===== config.mk =====
export PLATFORM = sky130hd
export DESIGN_NAME = uart_rx
export DESIGN_NICKNAME = d
export VERILOG_FILES = /design/src/rtl/uart_rx.sv
export SDC_FILE = /design/constraint.sdc
export NUM_CORES = 1
export LEC_CHECK = 0
export BUFFER_PORTS_ARGS = -buffer_cell sky130_fd_sc_hd__buf_2
export CORE_MARGIN = 2
export CORE_UTILIZATION = 35
export DETAILED_ROUTE_END_ITERATION = 12
export PLACE_DENSITY = 0.53
export SYNTH_ARGS = -nofsm -noshare
export SYNTH_HDL_FRONTEND = slang
export SYNTH_SLANG_ARGS = --single-unit

===== constraint.sdc =====
create_clock -name clk -period 2.7 [get_ports clk]
set_input_delay 0.54 -clock clk [delete_from_list [all_inputs] [get_ports clk]]
set_output_delay 0.54 -clock clk [all_outputs]
set_load 0.03 [all_outputs]

===== src/rtl/uart_rx.sv =====
// UART receiver: 16x-oversampled, LSB-first 8N1 deserialiser with a 2-flop input
// synchroniser, a one-clock done pulse per good byte and a framing-error pulse.
module uart_rx #(
    parameter int DATA_WIDTH = 8,
    parameter int SB_TICKS   = 16
) (
    input  logic                  clk,
    input  logic                  reset,
    input  logic                  i_ticks,
    input  logic                  rx,
    output logic [DATA_WIDTH-1:0] o_data_byte,
    output logic                  o_rx_done,
    output logic                  o_frame_err,
    output logic                  o_busy
);

    localparam int              NW     = (DATA_WIDTH > 1) ? $clog2(DATA_WIDTH) : 1;
    localparam logic [NW-1:0]   N_LAST = NW'(DATA_WIDTH - 1);
    localparam logic [4:0]      S_LAST = 5'(SB_TICKS - 1);

    typedef enum logic [1:0] {
        IDLE,
        START,
        DATA,
        STOP
    } state_t;

    state_t                r_state;
    logic [1:0]            r_sync;
    logic [4:0]            r_s;
    logic [NW-1:0]         r_n;
    logic [DATA_WIDTH-1:0] r_b;
    logic [DATA_WIDTH-1:0] r_data;
    logic                  r_done;
    logic                  r_ferr;
    logic                  w_rx_s;

    assign w_rx_s      = r_sync[1];
    assign o_data_byte = r_data;
    assign o_rx_done   = r_done;
    assign o_frame_err = r_ferr;
    assign o_busy      = (r_state != IDLE);

    always_ff @(posedge clk or negedge reset) begin
        if (!reset) begin
            r_sync  <= '1;
            r_state <= IDLE;
            r_s     <= '0;
            r_n     <= '0;
            r_b     <= '0;
            r_data  <= '0;
            r_done  <= 1'b0;
            r_ferr  <= 1'b0;
        end else begin
            r_sync <= {r_sync[0], rx};
            r_done <= 1'b0;
            r_ferr <= 1'b0;
            case (r_state)
                IDLE: begin
                    // Start-bit detection is tick-independent so back-to-back frames lose nothing.
                    if (!w_rx_s) begin
                        r_state <= START;
                        r_s     <= '0;
                    end
                end
                START: begin
                    if (i_ticks) begin
                        if (r_s == 5'd7) begin
                            r_s <= '0;
                            if (!w_rx_s) begin
                                r_state <= DATA;
                                r_n     <= '0;
                            end else begin
                                r_state <= IDLE;
                            end
                        end else begin
                            r_s <= r_s + 5'd1;
                        end
                    end
                end
                DATA: begin
                    if (i_ticks) begin
                        if (r_s == 5'd15) begin
                            r_s <= '0;
                            r_b <= {w_rx_s, r_b[DATA_WIDTH-1:1]};
                            if (r_n == N_LAST) begin
                                r_state <= STOP;
                            end else begin
                                r_n <= r_n + 1'b1;
                            end
                        end else begin
                            r_s <= r_s + 5'd1;
                        end
                    end
                end
                STOP: begin
                    if (i_ticks) begin
                        if (r_s == S_LAST) begin
                            r_state <= IDLE;
                            if (w_rx_s) begin
                                r_data <= r_b;
                                r_done <= 1'b1;
                            end else begin
                                r_ferr <= 1'b1;
                            end
                        end else begin
                            r_s <= r_s + 5'd1;
                        end
                    end
                end
                default: r_state <= IDLE;
            endcase
        end
    end

endmodule

# Word level (Yosys, flattened, before mapping)
# Index checks and enable logic that the tools add are counted.
# word_totals
rom_bits	0
elab_cells	68
register_bits	30
mem_count	0
latch_bits	0
ram_bits	0
in_bits	4
out_inout_bits	11
# classes
order_cmp	0
n_shift	0
bitwise_logic	0
n_eq_ne	17
n_mux	33
addsub	2
reduce_logical	8
mul	0
div	0
# op_table
operator	n
$mux 5	7
$ne 2x2->1 const B	11
$pmux 5 s4	1
$mux 2	9
$mux 3	6
$mux 1	8
$pmux 2 s4	1
$reduce_and 8->1	1
$reduce_and 7->1	1
$pmux 3 s2	1
$add 5x1->5 const B	1
$eq 5x3->1 const B	1
$eq 5x4->1 const B	1
$reduce_and 5->1	1
$eq 2x2->1 const B	2
$reduce_and 4->1	1
$reduce_bool 2->1	2
$add 3x1->3 const B	1
$eq 3x3->1 const B	1
$reduce_and 3->1	1
$eq 2x1->1 const B	1
$logic_not 2->1	1

# Logic depth before layout (Yosys ltp)
# logic_depth
ltp_word	5
mapped_depth	8
ltp_nobuf	7

# Worst setup path before layout
# No wires, ideal clock.
# synth_path
path_type	register to register
from	register r_s[0]
to	register r_s[3]
path_buffers	1
stages_incl_launch_ff	8
slack_ns	0.691
setup_time_ns	0.104
required_time_ns	2.596
period_less_slack_ns	2.009
arrival_ns	1.906
path_cell_list	dfrtp_1 -> ha_1 -> and3_1 -> ha_1 -> a21bo_1 -> a221o_1 -> buf_6 -> o41ai_2
# synth_via
elab_chain_cells	4
elab_cells_between_ends	12
cone_classes	add/sub (1); eq/ne (3); mux (7); reduce/logical (1)
# synth_lines
element	line_no	source
start, declared	30	logic [4:0] r_s;
start signal, assigned	77	r_s <= r_s + 5'd1;
start signal, assigned	92	r_s <= r_s + 5'd1;
start signal, assigned	107	r_s <= r_s + 5'd1;
$add 5x1->5 (tied with other cells)	77, 92, 107	
$mux 5 (on tied branches)	98, 68, 83	
$mux 5 (on tied branches)	97, 67, 82	
$pmux 5 s4	58	case (r_state)
# Parallel ways exist; a longest one is shown, timed or not. The select of a mux whose other input is x is not followed.
# A chain may end at the register's enable or synchronous reset.

# Final worst setup path
# layout_path
from	register r_s[0]
to	register r_n[0]
# layout_via
elab_chain_cells	3
elab_cells_between_ends	5
cone_classes	eq/ne (4); reduce/logical (1)
# layout_lines
element	line_no	source
$eq 5x4->1 / $eq 5x3->1 (equally long branches)	83, 68	
$ne 2x2->1 (no line)	n/a	
$reduce_and 7->1 (no line) *	n/a	
end signal, assigned	89	r_n <= r_n + 1'b1;
end, declared	31	logic [NW-1:0] r_n;
# Mark *: on every way between the ends. The rest lies on a longest branch, timed or not.

==> metrics.cfg <==
[status]
status=finished, final reports clean

[synth]
yosys_warnings=0
synthCells=108
synthesis.nets=118
synth_area_per_cell_sq_um=12.82
yosysUniqueCellTypes=31
ys_seq_area_share_pct=54.38
syn_area_sq_um=1385
synth_common_cells=dfrtp_1 (28), mux2_2 (17), ha_1 (6), inv_1 (6)
yosysTopAreaCellShare_pct=50.59
synth_largest_area_cell=dfrtp_1
synth_edf_count=0
synthTopCellsByArea=dfrtp_1 (51%), mux2_2 (14%), ha_1 (5.4%)
ys_ff_latch=30
synthFlopType=dfrtp_1
async_flop_share_pct=100.0
synth_most_common_cell=dfrtp_1

[timing]
rsz0062_at_grt=false
period_minus_slack_ns=2.190
hold_violations=0
hold_slack_ns=0.2754
fin_crit_sh_pct=81.10
skew_ns=0.004355
maxSlewHeadroom_pct=56.72
setup_slack_ns=0.5104
fmax_mhz=456.7
fin_tns_setup_ns=0
setup_viol_count_final=0
slew_violations=0
tightest_slew_ns=0.6492

[critical_path]
critPathSlowestCell=dfrtp_1
cpMostUsedCell=ha_1
startpoint=r_s[0]$_DFFE_PN0P_
reg2regPathDepth=7
cp.arrival_ns=2.36
reg2reg_to=r_n[0]$_DFFE_PN0P_
critPathKind=reg -> reg
crit_end=r_n[0]$_DFFE_PN0P_
required_ns=2.87
crit_chain=ha_1 > and3_1 > ha_1 > and3_2 > nand2b_1 > nor2_1 > mux2_2
critPathLaunchType=register
r2r_setup_slack_ns=0.51
timing.critical_path.to_type=register
timing.rr.start=r_s[0]$_DFFE_PN0P_
cp_slowest_stage_delay_ns=0.40
path_max_fanout=10

[cells_and_area]
seqCellArea_sq_um=753.2
final_area_sq_um=1599
multi_input_area_sq_um=583.1
area_growth_pct=15.45
drive_gt1_share_pct=36.51
fin_nets=135
final-instance-count-excl-fill=174
fillers=371
antenna_cells=0
fin_util_pct=42.71

[clocking]
cts_max_level=2
clk_path_buf_depth=2
post_cts_buffers=0
numCtsBuffers=5
cts_sinks=30
clkTransAtPathRegs_ns=0.06
ctsHoldBuffers=0
cts_resized=0
cts_tree=built
insertion_delay_ns=0.28
clockRootBuffer=clkbuf_8

[placement]
io_buffers=14
placed_area_sq_um=1489
place_ws_ns=0.5194
post-dp-hpwl_microns=1647
gp_congestion=0.8007
dpl.cell_count=166

[route]
drt-total-wl_microns=2405
drt_iter0_markers=43
post-route-drc-count=0
drt_pass1_iterations=4
wl_per_cell_microns=13.82
via_per_inst=4.902
ant_nets=0
vias=853

[run]
maxCapViolations=0

[die]
die_x_microns=66.91
core_area_sq_um=3744
boundaryPins=15
die_h_microns=66.91
start_util_pct=37.00
dieArea_sq_um=4476
row_count=22

[grt]
grt_first_pass_wirelength_microns=4112
grt_start_max_net_pins=31
first_global_vias=834
antenna_found_initial=0
overflow=0
groute.usage.overall_pct=13.11

[power_and_ir_drop]
leakage_nw=0.8294
power_density_nw_per_um2=719.9
power_mw=1.151
ir_drop_mv=0.2403

[min_path]
min_path_type=in -> async

==> sequential cells by signal, summed over array words and instances, names as in the netlist, named ones only <==
name,cells
o_frame_err,1
o_data_byte,8
r_s,5
o_rx_done,1
r_n,3
r_b,8
r_sync,2
r_state,1
==> critical path, delay by kind of cell, from the launching register on <==
kind / cells / cell delay [ns]
fa+ha+maj: 2 / 0.49
flops: 1 / 0.40
mux: 1 / 0.28
simple gates: 4 / 0.90
==> worst min path at each step <==
stage | slack, ns | to | start
floorplan | 0.24 | async pin | reset
global placement | 0.35 | r_sync[1]$_DFF_PN1_ | r_sync[0]$_DFF_PN1_
detailed placement | 0.35 | r_sync[1]$_DFF_PN1_ | r_sync[0]$_DFF_PN1_
CTS | 0.29 | r_s[2]$_DFFE_PN0P_ | reset
global route | 0.33 | r_s[2]$_DFFE_PN0P_ | reset
finish | 0.28 | r_s[2]$_DFFE_PN0P_ | reset
==> per-layer routing <==
layer  track usage [%]  wire (microns)  vias to the layer above
li1                  -               -                      423
met1             16.67            1191                      410
met2             18.00            1028                       13
met3             6.081             121                        7
met4             7.653              63                        0
met5                 0               0                        -
==> area by class of cell <==
class	instances	area share, %
Sequential cell	30	47.10
Multi-Input combinational cell	68	36.46
Clock buffer	8	6.886
Timing Repair Buffer	14	4.382
Tap cell	48	3.756
Inverter	6	1.408
==> report_power, final <==
group          leakage, nW  internal, mW  switching, mW
Sequential           0.390         0.510         0.0497
Clock               0.0575         0.257          0.166
Combinational        0.382        0.0918         0.0765
==> logic make-up after synthesis <==
group,after synthesis,synth area share [%]
AO/OA/AOI/OAI,19,11.38
adder cells (fa/ha/maj),6,5.420
multiplexers,18,14.54
flip-flops,30,54.38
buffers and inverters,10,3.523
AND/OR/NAND/NOR,25,10.75
==> cells in the final DEF, fill, tap and decap left out, types with 2 or more instances in the layout <==
cell and n:
and3_1 2, nor3b_1 2, nor2_1 5, a2bb2oi_1 2
a311oi_1 2, dfstp_2 2, dfrtp_1 28, nand3_1 3
a22o_1 2, clkbuf_8 8, nand2_1 2, o21ai_0 4
a21oi_1 2, inv_1 6, mux2_2 17, ha_1 6
buf_2 14, nand2b_1 5, nor3_1 2
(Power assumes the default switching activity.)
